--- config.mk ---
export PLATFORM = sky130hd
export DESIGN_NAME = image_channel_streamer
export DESIGN_NICKNAME = d
export VERILOG_FILES = /design/src/rtl/image_channel_streamer.sv
export SDC_FILE = /design/constraint.sdc
export NUM_CORES = 1
export LEC_CHECK = 0
export ABC_AREA = 1
export BUFFER_PORTS_ARGS = -buffer_cell sky130_fd_sc_hd__buf_2
export CAP_MARGIN = 0
export CORE_ASPECT_RATIO = 0.5
export CORE_UTILIZATION = 55
export CTS_CLUSTER_SIZE = 20
export DETAILED_ROUTE_END_ITERATION = 8
export PLACE_DENSITY = 0.81
export SLEW_MARGIN = 10
export SYNTH_ARGS = -nofsm -noshare
export SYNTH_HDL_FRONTEND = slang
export SYNTH_SLANG_ARGS = --single-unit
--- constraint.sdc ---
create_clock -name system_clock -period 4.79 [get_ports system_clock]
set_input_delay 0.479 -clock system_clock [delete_from_list [all_inputs] [get_ports system_clock]]
set_output_delay 0.479 -clock system_clock [all_outputs]
set_load 0.005 [all_outputs]
--- src/rtl/image_channel_streamer.sv ---
// Streams planar multi-channel image words from a one-cycle-latency read memory
// into per-channel core inputs, switching channels round-robin on back-pressure.
module image_channel_streamer #(
    parameter int ADDR_WIDTH = 16,
    parameter int DATA_WIDTH = 32,
    parameter int N_ROWS     = 28,
    parameter int N_COLS     = 28,
    parameter int N_CHANNELS = 3
) (
    input  logic                                   system_clock,
    input  logic                                   global_reset,
    input  logic                                   enable_i,
    input  logic                                   start_i,
    input  logic [N_CHANNELS-1:0]                  hold_data_i,
    input  logic [DATA_WIDTH-1:0]                  rd_data_i,
    output logic [ADDR_WIDTH-1:0]                  rd_addr_o,
    output logic [N_CHANNELS-1:0][DATA_WIDTH-1:0]  data_o,
    output logic [N_CHANNELS-1:0]                  data_valid_o,
    output logic                                   busy_o,
    output logic                                   done_o
);

    localparam int TOTAL = N_ROWS * N_COLS;
    localparam int PTR_W = $clog2(TOTAL + 1);
    localparam int CH_W  = (N_CHANNELS > 1) ? $clog2(N_CHANNELS) : 1;

    typedef enum logic [2:0] {
        S_IDLE   = 3'd0,
        S_FETCH  = 3'd1,
        S_LOAD   = 3'd2,
        S_STREAM = 3'd3,
        S_WAIT   = 3'd4,
        S_DONE   = 3'd5
    } state_t;

    state_t                 state_r;
    logic [PTR_W-1:0]       ptr_r [N_CHANNELS];
    logic [N_CHANNELS-1:0]  loaded_r;
    logic [N_CHANNELS-1:0]  finished_r;
    logic [CH_W-1:0]        curr_r;

    logic [PTR_W-1:0]       curr_ptr_s;
    logic                   xfer_s;
    logic                   take_s;
    logic [PTR_W-1:0]       look_s;
    logic [PTR_W-1:0]       offset_s;
    logic [N_CHANNELS-1:0]  curr_onehot_s;
    logic [CH_W:0]          hold_pick_s;
    logic [CH_W:0]          fin_pick_s;

    // Search order starts after 'from' and wraps, so 'from' itself is tried last.
    function automatic logic [CH_W:0] next_unfinished(
        input logic [N_CHANNELS-1:0] fin,
        input logic [CH_W-1:0]       from
    );
        logic            found;
        logic [CH_W-1:0] sel;
        logic [CH_W-1:0] cand;
        found = 1'b0;
        sel   = from;
        for (int k = 1; k <= N_CHANNELS; k++) begin
            cand = CH_W'((int'(from) + k) % N_CHANNELS);
            if (!found && !fin[cand]) begin
                found = 1'b1;
                sel   = cand;
            end
        end
        return {found, sel};
    endfunction

    // Memory address with one-word lookahead on a transfer, clamped inside the plane.
    always_comb begin
        curr_ptr_s = ptr_r[curr_r];
        xfer_s     = (state_r == S_STREAM) && enable_i && data_valid_o[curr_r]
                     && !hold_data_i[curr_r];
        take_s     = xfer_s && (curr_ptr_s < PTR_W'(TOTAL));
        look_s     = curr_ptr_s + PTR_W'(take_s);
        if (look_s > PTR_W'(TOTAL - 1)) begin
            offset_s = PTR_W'(TOTAL - 1);
        end else begin
            offset_s = look_s;
        end
        rd_addr_o = ADDR_WIDTH'(curr_r) * ADDR_WIDTH'(TOTAL) + ADDR_WIDTH'(offset_s);
    end

    // Round-robin candidates for a hold-driven switch and for a finished channel.
    always_comb begin
        curr_onehot_s = {{(N_CHANNELS-1){1'b0}}, 1'b1} << curr_r;
        hold_pick_s   = next_unfinished(finished_r, curr_r);
        fin_pick_s    = next_unfinished(finished_r | curr_onehot_s, curr_r);
    end

    // Frame sequencer with per-channel read pointers and registered outputs.
    always_ff @(posedge system_clock or posedge global_reset) begin
        if (global_reset) begin
            state_r      <= S_IDLE;
            loaded_r     <= '0;
            finished_r   <= '0;
            curr_r       <= '0;
            data_o       <= '0;
            data_valid_o <= '0;
            busy_o       <= 1'b0;
            done_o       <= 1'b0;
            for (int c = 0; c < N_CHANNELS; c++) begin
                ptr_r[c] <= '0;
            end
        end else if (enable_i) begin
            case (state_r)
                S_IDLE, S_DONE: begin
                    if (start_i) begin
                        loaded_r   <= '0;
                        finished_r <= '0;
                        curr_r     <= '0;
                        busy_o     <= 1'b1;
                        done_o     <= 1'b0;
                        state_r    <= S_FETCH;
                        for (int c = 0; c < N_CHANNELS; c++) begin
                            ptr_r[c] <= '0;
                        end
                    end
                end
                S_FETCH: begin
                    if (loaded_r[curr_r]) begin
                        data_valid_o[curr_r] <= 1'b1;
                        state_r              <= S_STREAM;
                    end else begin
                        state_r <= S_LOAD;
                    end
                end
                S_LOAD: begin
                    data_o[curr_r]   <= rd_data_i;
                    ptr_r[curr_r]    <= curr_ptr_s + PTR_W'(1);
                    loaded_r[curr_r] <= 1'b1;
                    state_r          <= S_FETCH;
                end
                S_STREAM: begin
                    if (hold_data_i[curr_r]) begin
                        // The offered word stays in data_o as the pending word.
                        data_valid_o[curr_r] <= 1'b0;
                        if (hold_pick_s[CH_W]) begin
                            curr_r <= hold_pick_s[CH_W-1:0];
                        end
                        state_r <= S_WAIT;
                    end else if (curr_ptr_s < PTR_W'(TOTAL)) begin
                        data_o[curr_r] <= rd_data_i;
                        ptr_r[curr_r]  <= curr_ptr_s + PTR_W'(1);
                    end else begin
                        data_valid_o[curr_r] <= 1'b0;
                        finished_r[curr_r]   <= 1'b1;
                        if (fin_pick_s[CH_W]) begin
                            curr_r  <= fin_pick_s[CH_W-1:0];
                            state_r <= S_FETCH;
                        end else begin
                            busy_o  <= 1'b0;
                            done_o  <= 1'b1;
                            state_r <= S_DONE;
                        end
                    end
                end
                S_WAIT: begin
                    if (!hold_data_i[curr_r]) begin
                        state_r <= S_FETCH;
                    end
                end
                default: begin
                    state_r <= S_IDLE;
                end
            endcase
        end
    end

endmodule

==> results of run 1 <==
[cell type report]
type                    count  share of cell area
well taps                 165              0.0237
repair buffers            179               0.112
clock inverters            14              0.0192
repair inverters            1            0.000573
clock buffers              18              0.0503
inverters                 119              0.0526
multi-input cells         525               0.335
flip-flops and latches    142               0.407
[worst max path at each step]
stage | from | end | slack, ps | depth (start not counted)
floorplan | global_reset | asynchronous set/reset pin | 500 | 1
global placement | curr_r[0]$_DFFE_PP0P_ | rd_addr_o[9] | 280 | 30
detailed placement | curr_r[0]$_DFFE_PP0P_ | rd_addr_o[9] | 140 | 30
CTS | curr_r[0]$_DFFE_PP0P_ | rd_addr_o[10] | 60 | 25
global route | curr_r[0]$_DFFE_PP0P_ | rd_addr_o[10] | -50 | 26
finish | curr_r[0]$_DFFE_PP0P_ | rd_addr_o[10] | 160 | 28
[placed cells by master (no fill, tap or decap), types with 8 or more instances in the layout]
cell,synthesis,layout
clkbuf_16,0,17
o21ai_1,108,106
inv_1,101,97
nand2_1,190,187
nand3_2,1,9
buf_2,3,152
o22ai_1,26,26
ha_1,13,10
inv_6,0,8
inv_2,15,16
xor2_1,11,11
a21oi_1,20,17
dfrtp_1,142,141
o21ai_0,24,24
nand2_2,11,11
nand3_1,34,25
nand2_4,5,8
nor2_4,4,8
nor2_1,31,30
buf_4,12,24
[cells by family (layout without fill, tap and decap cells)]
group	after synthesis	after routing	synth area share
XOR/XNOR	12	12	0.0150
buffers and inverters	153	331	0.104
flip-flops	142	142	0.507
AND/OR/NAND/NOR	298	298	0.192
AO/OA/AOI/OAI	198	198	0.155
other	1	3	0.000535
adder cells (fa/ha/maj)	14	14	0.0261
[flip-flops by register name, indices dropped and copies added, names as in the netlist, named ones only]
register	flops
busy_o	1
done_o	1
finished_r	3
state_r	3
curr_r	2
ptr_r	30
data_o	96
loaded_r	3
[power groups by stage]
stage / registers [mW] / logic, mW / clock network [mW]
finish: 1.65 / 2.10 / 1.34
global route: 1.69 / 2.34 / 1.40
CTS: 1.65 / 1.93 / 1.36
detailed placement: 1.66 / 1.90 / 0
global placement: 1.66 / 1.85 / 0
floorplan: 1.68 / 1.24 / 0
[per-stage QoR]
step / power [mW] / std cells
after global placement: 3.51 / 1114
after global routing: 5.43 / 1163
final: 5.10 / 1163
after CTS: 4.94 / 1149
after detailed placement: 3.57 / 1114
after floorplan: 2.92 / 820
[critical path, delay by kind of cell (launching register included)]
kind	cells	cell delay, ps
AOI/OAI and AO/OA	3	340
adders and majority gates	4	850
buffers and inverters	5	430
DFF	1	500
and+or+nand+nor	16	1610
[what timing repair did]
item / CTS / global route
gates resized for setup: 6 / 40
cloned: 0 / 1
pin swaps: 3 / 18
setup buffers: 3 / 13
endpoints found under the setup margin: 8 / 8
[metal layers]
layer / vias up / track usage / wire (µm)
li1: 2987 / - / -
met1: 2885 / 0.362 / 7850
met2: 258 / 0.444 / 8440
met3: 26 / 0.0753 / 1350
met4: 0 / 0.0877 / 247
met5: - / 0 / 0
==> flow_summary.ini, run 1 <==
[outcome]
outcome = finished clean

[grt]
grt_max_degree = 106
antenna_found_initial = 0
grt_pass1_vias = 5672
grt_pass1_wl_um = 28000
grt.total_usage = 0.274
grt.overflow.total = 0

[synthesis]
yosys.cell_types.count = 44
syn_area_um2 = 7000
syn_inst = 818
async_flop_share = 1.00
ys.flop_type = dfrtp_1
yosysMostFrequentCell = nand2_1
synth_edf_count = 0
ys_ff_latch = 142
synth.top_cell.area_share = 0.507
yosys.area.top_type = dfrtp_1
synth.area.top_cells = dfrtp_1 51%, nand2_1 10%, o21ai_1 7.7%
synth_area_per_cell_um2 = 8.56
yosysWarnings = 0
synth_common_cells = 190 x nand2_1, 142 x dfrtp_1, 108 x o21ai_1
ys_seq_area_frac = 0.507

[clocking]
worst_skew_pair.late_latency_ps = 420
postCtsHoldBufs = 0
clk_pin_slew_ps = 60
h-tree-depth = 4
cts_buffer_depth = 2
cts_buffers = 17
cts_tree = done
root_buffer = clkbuf_16
clock_sinks = 142

[place]
gp_congestion = 0.936
dp_slack_ps = 143
dp.final_hpwl_um = 12100
port_buffers = 152
placed_cell_area_um2 = 7800

[final_layout]
area_growth_pct = 24.6
regArea_um2 = 3550
nNetsFinal = 1038
final_core_util = 0.720
design_area_um2 = 8730
n_antenna_cell = 0
drive_gt1_frac = 0.290
fillers = 910
multiInputGateArea_um2 = 2920

[sta]
clock_skew_ps = 12.6
finalSetupViolations = 0
setup_slack_ps = 163
finalCritPeriodShare = 0.966
fin_crit_ps = 4630
hold_viol = 0
whs_ps = 249
slew_violations = 0
tightest_slew_ps = 930
tns_ps = 0
relSlewSlack = 0.380
fmax_mhz = 216

[setup_path]
ff2ff_setup_slack_ps = 1300
rr_startpoint = curr_r[0]$_DFFE_PP0P_
worst_ep_required_time_ps = 4310
cp-start-kind = flop
cp_max_fo = 7
crit_top_cell = nand2_1
reg2reg_to = data_o[33]$_DFFE_PP0P_
max_stage_delay_ps = 500
crit_type = flop to output port
cp_slowest_cell = dfrtp_2
r2r_cells = 11
worst_ep_arrival_time_ps = 4150
end_kind = output port

[power_and_ir_drop]
power_frac_seq = 0.325
pwr-share-comb = 0.412
vdd_ir_drop_max_mv = 0.328
p_switching_mw = 2.02
netSwitchingFraction = 0.396
p_int_mw = 3.08
power_frac_clock = 0.263
powerDensity_nw_per_um2 = 584
p_leak_nw = 4.59

[floorplanning]
core_area_um2 = 12100
rows = 28
initial_core_util = 0.578
io-pin-count = 156
dieHeight_um = 81.8
die_w_um = 162
die_area_um2 = 13200

[routing]
ant_nets = 0
via_count = 6156
drc = 0
drtIter0Drc = 566
viasPerCell = 5.29
dr.pass1.iters = 6
wl_um = 17900
avgRoutedWirePerCell_um = 15.4

[flow_run]
maxCapViolCount = 0

[hold_path]
hp-class = input pin to asynchronous set/reset pin
No activity file was read; power rests on OpenSTA's default activity.
==> run 2: changes to the inputs <==
CORE_UTILIZATION = 60   (was 55)
CTS_BUF_LIST = sky130_fd_sc_hd__clkbuf_2   (was unset)
PLACE_DENSITY = 0.87   (was 0.81)
clock period = 5.5 ns   (was 4.79 ns; I/O delays follow)
==> run 2 against run 1 <==
  * Clock power shrank 50%
  * Power shrank 25%
  * First-iteration DRC count shrank 8.8%
  * Critical path depth grew 1
  * Final cell count shrank 1.7%
  * Global-route usage grew 1.7 points
  * Critical endpoint unchanged
  * Largest power group unchanged
==> flow_summary.ini, run 2 (synthesized netlist as in run 1, its figures left out) <==
[clocking]
root_buffer = clkbuf_2
cts_buffers = 17
cts_tree = done
worst_skew_pair.late_latency_ps = 680
h-tree-depth = 4
cts_buffer_depth = 2
clock_sinks = 142
clk_pin_slew_ps = 240

[setup_path]
worst_ep_arrival_time_ps = 4600
rr_startpoint = curr_r[0]$_DFFE_PP0P_
cp_max_fo = 10
crit_type = flop to output port
cp_slowest_cell = dfrtp_2
r2r_cells = 12
worst-path-stages = 29
max_stage_delay_ps = 520
end_kind = output port
cp-start-kind = flop
cp-startpoint = curr_r[1]$_DFFE_PP0P_
critPathTopFamily = simple AND/OR/NAND/NOR gates
setup.worst_path.end = rd_addr_o[10]
ff2ff_setup_slack_ps = 1840
reg2reg_to = data_o[3]$_DFFE_PP0P_
worst_ep_required_time_ps = 4950
crit_top_cell = inv_2
cp_num_buf_inv = 7

[floorplanning]
die_w_um = 155
rows = 27
dieHeight_um = 78.4
initial_core_util = 0.626
die_area_um2 = 12100
io-pin-count = 156
core_area_um2 = 11200

[final_layout]
nNetsFinal = 1023
layout_common_cells = 189 x nand2_1, 152 x buf_2, 141 x dfrtp_1
drive_gt1_frac = 0.262
layout_commonest_cell = nand2_1
top_register = data_o
area_growth_pct = 16.7
largest_reg_flops = 96
top_regs = data_o: 96 flops, ptr_r: 30 flops

[grt]
grt_pass1_wl_um = 27600
grt.total_usage = 0.291
grt_max_degree = 74
grt.overflow.total = 0
antenna_found_initial = 0
grt_pass1_vias = 5650

[hold_path]
hp-class = input pin to flop

[sta]
relSlewSlack = 0.287
fmax_mhz = 194
hold_viol = 0
whs_ps = 112
finalCritPeriodShare = 0.937
clock_skew_ps = 34.6
finalSetupViolations = 0
tns_ps = 0
fin_crit_ps = 5150
slew_violations = 0
tightest_slew_ps = 1070

[place]
port_buffers = 152
gp_congestion = 0.971
dp.final_hpwl_um = 12200

[power_and_ir_drop]
finalPower_mw = 3.84
p_leak_nw = 4.36
vdd_ir_drop_max_mv = 0.253
powerDensity_nw_per_um2 = 470

[routing]
viasPerCell = 5.38
via_count = 6150
drc = 0
wl_um = 17200
drtIter0Drc = 516
dr.pass1.iters = 7
avgRoutedWirePerCell_um = 15.1
ant_nets = 0

[outcome]
outcome = finished clean

[flow_run]
maxCapViolCount = 0
==> run 2: cell count changes in the layout (fill, tap and decap cells not counted), moves of 2 or more <==
| cell | previous run | this run |
|---|---|---|
| clkbuf_16 | 17 | 0 |
| nor2_2 | 4 | 7 |
| nand3_2 | 9 | 4 |
| buf_6 | 3 | 0 |
| ha_4 | 2 | 0 |
| a21oi_1 | 17 | 19 |
| nand3_1 | 25 | 31 |
| buf_4 | 24 | 11 |
| nand2_4 | 8 | 5 |
| nor2_4 | 8 | 4 |
| nand2_1 | 187 | 189 |
| clkbuf_2 | 0 | 17 |
| inv_6 | 8 | 5 |
==> run 2: where the power goes <==
part	internal [mW]	switching, mW	total, mW
logic	0.632	1.10	1.73
registers	1.30	0.146	1.44
clock network	0.261	0.405	0.666
total	2.19	1.65	3.84
==> run 2: per-stage QoR <==
step	cells	setup WS, ps	utilization	cell area [µm²]
2_1_floorplan	820	1140	-	7010
3_3_place_gp	1102	872	0.693	7750
3_5_place_dp	1102	637	0.693	7750
4_1_cts	1135	28.4	0.718	8030
5_1_grt	1142	-14.7	0.730	8170
6_report	1143	348	0.731	8170
==> run 2: layout make-up <==
type	instances	area, µm²
clock buffers	17	85.1
repair buffers	165	868
well taps	159	199
fillers	845	3010
diodes	1	2.50
inverters	119	469
clock inverters	15	185
multi-input cells	525	2810
flip-flops and latches	142	3550
==> run 2: worst min path at each step <==
| stage | endpoint | start | depth (start not counted) |
|---|---|---|---|
| 4_1_cts | data_o[83]$_DFFE_PP0P_ | rd_data_i[19] | 3 |
| 3_5_place_dp | busy_o$_DFFE_PP0P_ | busy_o$_DFFE_PP0P_ | 2 |
| 6_report | data_o[81]$_DFFE_PP0P_ | rd_data_i[17] | 3 |
| 3_3_place_gp | busy_o$_DFFE_PP0P_ | busy_o$_DFFE_PP0P_ | 2 |
| 2_1_floorplan | busy_o$_DFFE_PP0P_ | busy_o$_DFFE_PP0P_ | 2 |
| 5_1_grt | data_o[11]$_DFFE_PP0P_ | rd_data_i[11] | 3 |
==> run 2: what timing repair did <==
item,4_1_cts,5_1_grt
hold endpoints to repair,72,0
pin swaps,0,5
setup buffers,0,7
hold buffers,1,0
endpoints found under the setup margin,5,8
gates resized for setup,3,21
==> run 2: per-layer routing <==
layer	track usage	part of all wire
met3	0.0690	0.063
met5	0	0
met4	0.0931	0.021
met1	0.396	0.45
met2	0.466	0.47
==> run 2: worst reg2reg max path, cell delays in order (launching register included) <==
cell	delay, ps
dfrtp_1	400
buf_8	200
clkinv_8	130
or2_0	240
a32oi_2	220
nor2_1	160
a211oi_2	190
nand2_1	300
inv_2	190
nand3_2	810
buf_4	570
nand2_1	100
o21ai_1	70
==> run 3: changes to the inputs <==
CORE_UTILIZATION = 59   (was 60)
CTS_BUF_LIST = unset   (was sky130_fd_sc_hd__clkbuf_2)
GPL_TIMING_DRIVEN = 0   (was unset)
HOLD_SLACK_MARGIN = 0.12   (was unset)
PLACE_DENSITY = 0.86   (was 0.87)
==> run 3 against run 2 <==
  * Final cell count up 2.4%
  * Register-to-register slack better by 830 ps
  * Clock skew decreased by 28 ps
  * Utilization up 3.7 points
  * Power grew 12%
  * Largest power group unchanged
  * Highest routed layer unchanged
  * Critical path type unchanged
  * Worst setup slack improved by 4.7 ps
  * Critical path depth up 1
  * Critical endpoint unchanged
==> flow_summary.ini, run 3 (synthesized netlist as in run 1, its figures left out) <==
[sta]
slew_violations = 0
finalSetupViolations = 0
finalCritPeriodShare = 0.936
hold_viol = 0
setup_slack_ps = 353
fin_crit_ps = 5150
clock_skew_ps = 6.27
whs_ps = 282
tightest_slew_ps = 751
fmax_mhz = 194
relSlewSlack = 0.500

[place]
dp.final_hpwl_um = 12900
gp_congestion = 0.880
dp_slack_ps = 315
placed_cell_area_um2 = 8000
port_buffers = 152

[routing]
ant_nets = 0
viasPerCell = 5.51
avgRoutedWirePerCell_um = 16.0
drc = 0
dr.pass1.iters = 5
drtIter0Drc = 623
via_count = 6450
wl_um = 18700

[setup_path]
cp_max_fo = 12
end_kind = output port
cp_slowest_cell = dfrtp_2
rr_startpoint = curr_r[1]$_DFFE_PP0P_
worst_ep_required_time_ps = 4950
max_stage_delay_ps = 460
reg2reg_to = state_r[2]$_DFFE_PP0P_
worst_ep_arrival_time_ps = 4600
ff2ff_setup_slack_ps = 2670
cp-start-kind = flop
crit_type = flop to output port
r2r_cells = 13

[floorplanning]
dieHeight_um = 79.0
rows = 27
core_area_um2 = 11300
io-pin-count = 156
die_area_um2 = 12300
die_w_um = 156
initial_core_util = 0.621

[clocking]
clk_pin_slew_ps = 60
clock_sinks = 142
worst_skew_pair.late_latency_ps = 410
root_buffer = clkbuf_16
postCtsHoldBufs = 0
h-tree-depth = 4
cts_tree = done
cts_buffer_depth = 2
cts_buffers = 17

[outcome]
outcome = finished clean

[final_layout]
top_register = data_o
drive_gt1_frac = 0.270
nNetsFinal = 1052
layout_commonest_cell = nand2_1
area_growth_pct = 23.7
top_regs = data_o: 96 flops, ptr_r: 30 flops
design_area_um2 = 8660
layout_common_cells = 189 x nand2_1, 155 x buf_2, 140 x dfrtp_1
largest_reg_flops = 96
n_antenna_cell = 0
fillers = 834

[hold_path]
hp-class = input pin to asynchronous set/reset pin

[power_and_ir_drop]
vdd_ir_drop_max_mv = 0.299
p_leak_nw = 4.62
powerDensity_nw_per_um2 = 496
finalPower_mw = 4.30

[grt]
grt_pass1_vias = 6163
grt_max_degree = 85
grt.overflow.total = 0
grt.total_usage = 0.318
grt_pass1_wl_um = 30200
antenna_found_initial = 0

[flow_run]
maxCapViolCount = 0
==> run 3: cell count changes in the layout (fill, tap and decap cells not counted), sizes merged <==
cell | previous run | this run
bufinv | 3 | 2
clkinv | 9 | 7
clkbuf | 17 | 29
dlygate4sd3 | 1 | 0
buf | 164 | 189
inv | 119 | 116
clkinvlp | 3 | 1
diode | 1 | 0
==> run 3: where the power goes <==
part	switching, mW	leakage (nW)	internal, mW
clock network	0.415	0.274	0.686
logic	1.11	2.43	0.640
registers	0.147	1.92	1.30
total	1.67	4.62	2.63
==> run 3: cell type report <==
class,count,area (µm²),share of cell area
tap,159,199,0.0230
multi-input combinational,525,2770,0.320
buffer,34,285,0.0329
inverter,119,454,0.0524
clock inverter,7,87.6,0.0101
clock buffer,24,472,0.0544
sequential,142,3560,0.410
timing repair buffer,160,841,0.0970
==> run 3: worst max path at each step <==
stage	startpoint	to	slack, ps	cells after the start
after floorplan	global_reset	asynchronous set/reset pin	1140	1
after global placement	global_reset	data_o[11]$_DFFE_PP0P_	-200	2
after detailed placement	curr_r[1]$_DFFE_PP0P_	rd_addr_o[9]	310	30
after CTS	curr_r[0]$_DFFE_PP0P_	rd_addr_o[9]	60	31
after global routing	curr_r[0]$_DFFE_PP0P_	rd_addr_o[10]	-20	30
final	curr_r[0]$_DFFE_PP0P_	rd_addr_o[10]	350	30
==> run 3: critical path, delay by kind of cell (launching register included) <==
kind | cells | cell delay, ps
AO/OA/AOI/OAI | 2 | 260
flip-flops | 1 | 460
adder cells (fa/ha/maj) | 4 | 860
AND/OR/NAND/NOR | 17 | 1900
buffers and inverters | 7 | 710
==> run 3: per-layer routing <==
layer,track usage,up-vias,share of wire
met2,0.524,301,0.48
met1,0.411,3094,0.42
li1,-,3008,-
met3,0.0841,47,0.079
met4,0.110,0,0.024
met5,0,-,0
==> run 3: stage by stage <==
stage          utilization  TNS (ps)  cells
2_1_floorplan            -         0    820
5_1_grt              0.768     -16.9   1170
3_5_place_dp         0.709         0   1132
4_1_cts              0.759         0   1163
6_report             0.768         0   1170
3_3_place_gp         0.706    -28110   1131
==> run 3: what timing repair did <==
action / 4_1_cts / 5_1_grt
setup buffers: 0 / 7
pin swaps: 0 / 4
resized for setup: 2 / 11
setup endpoints to repair: 2 / 7
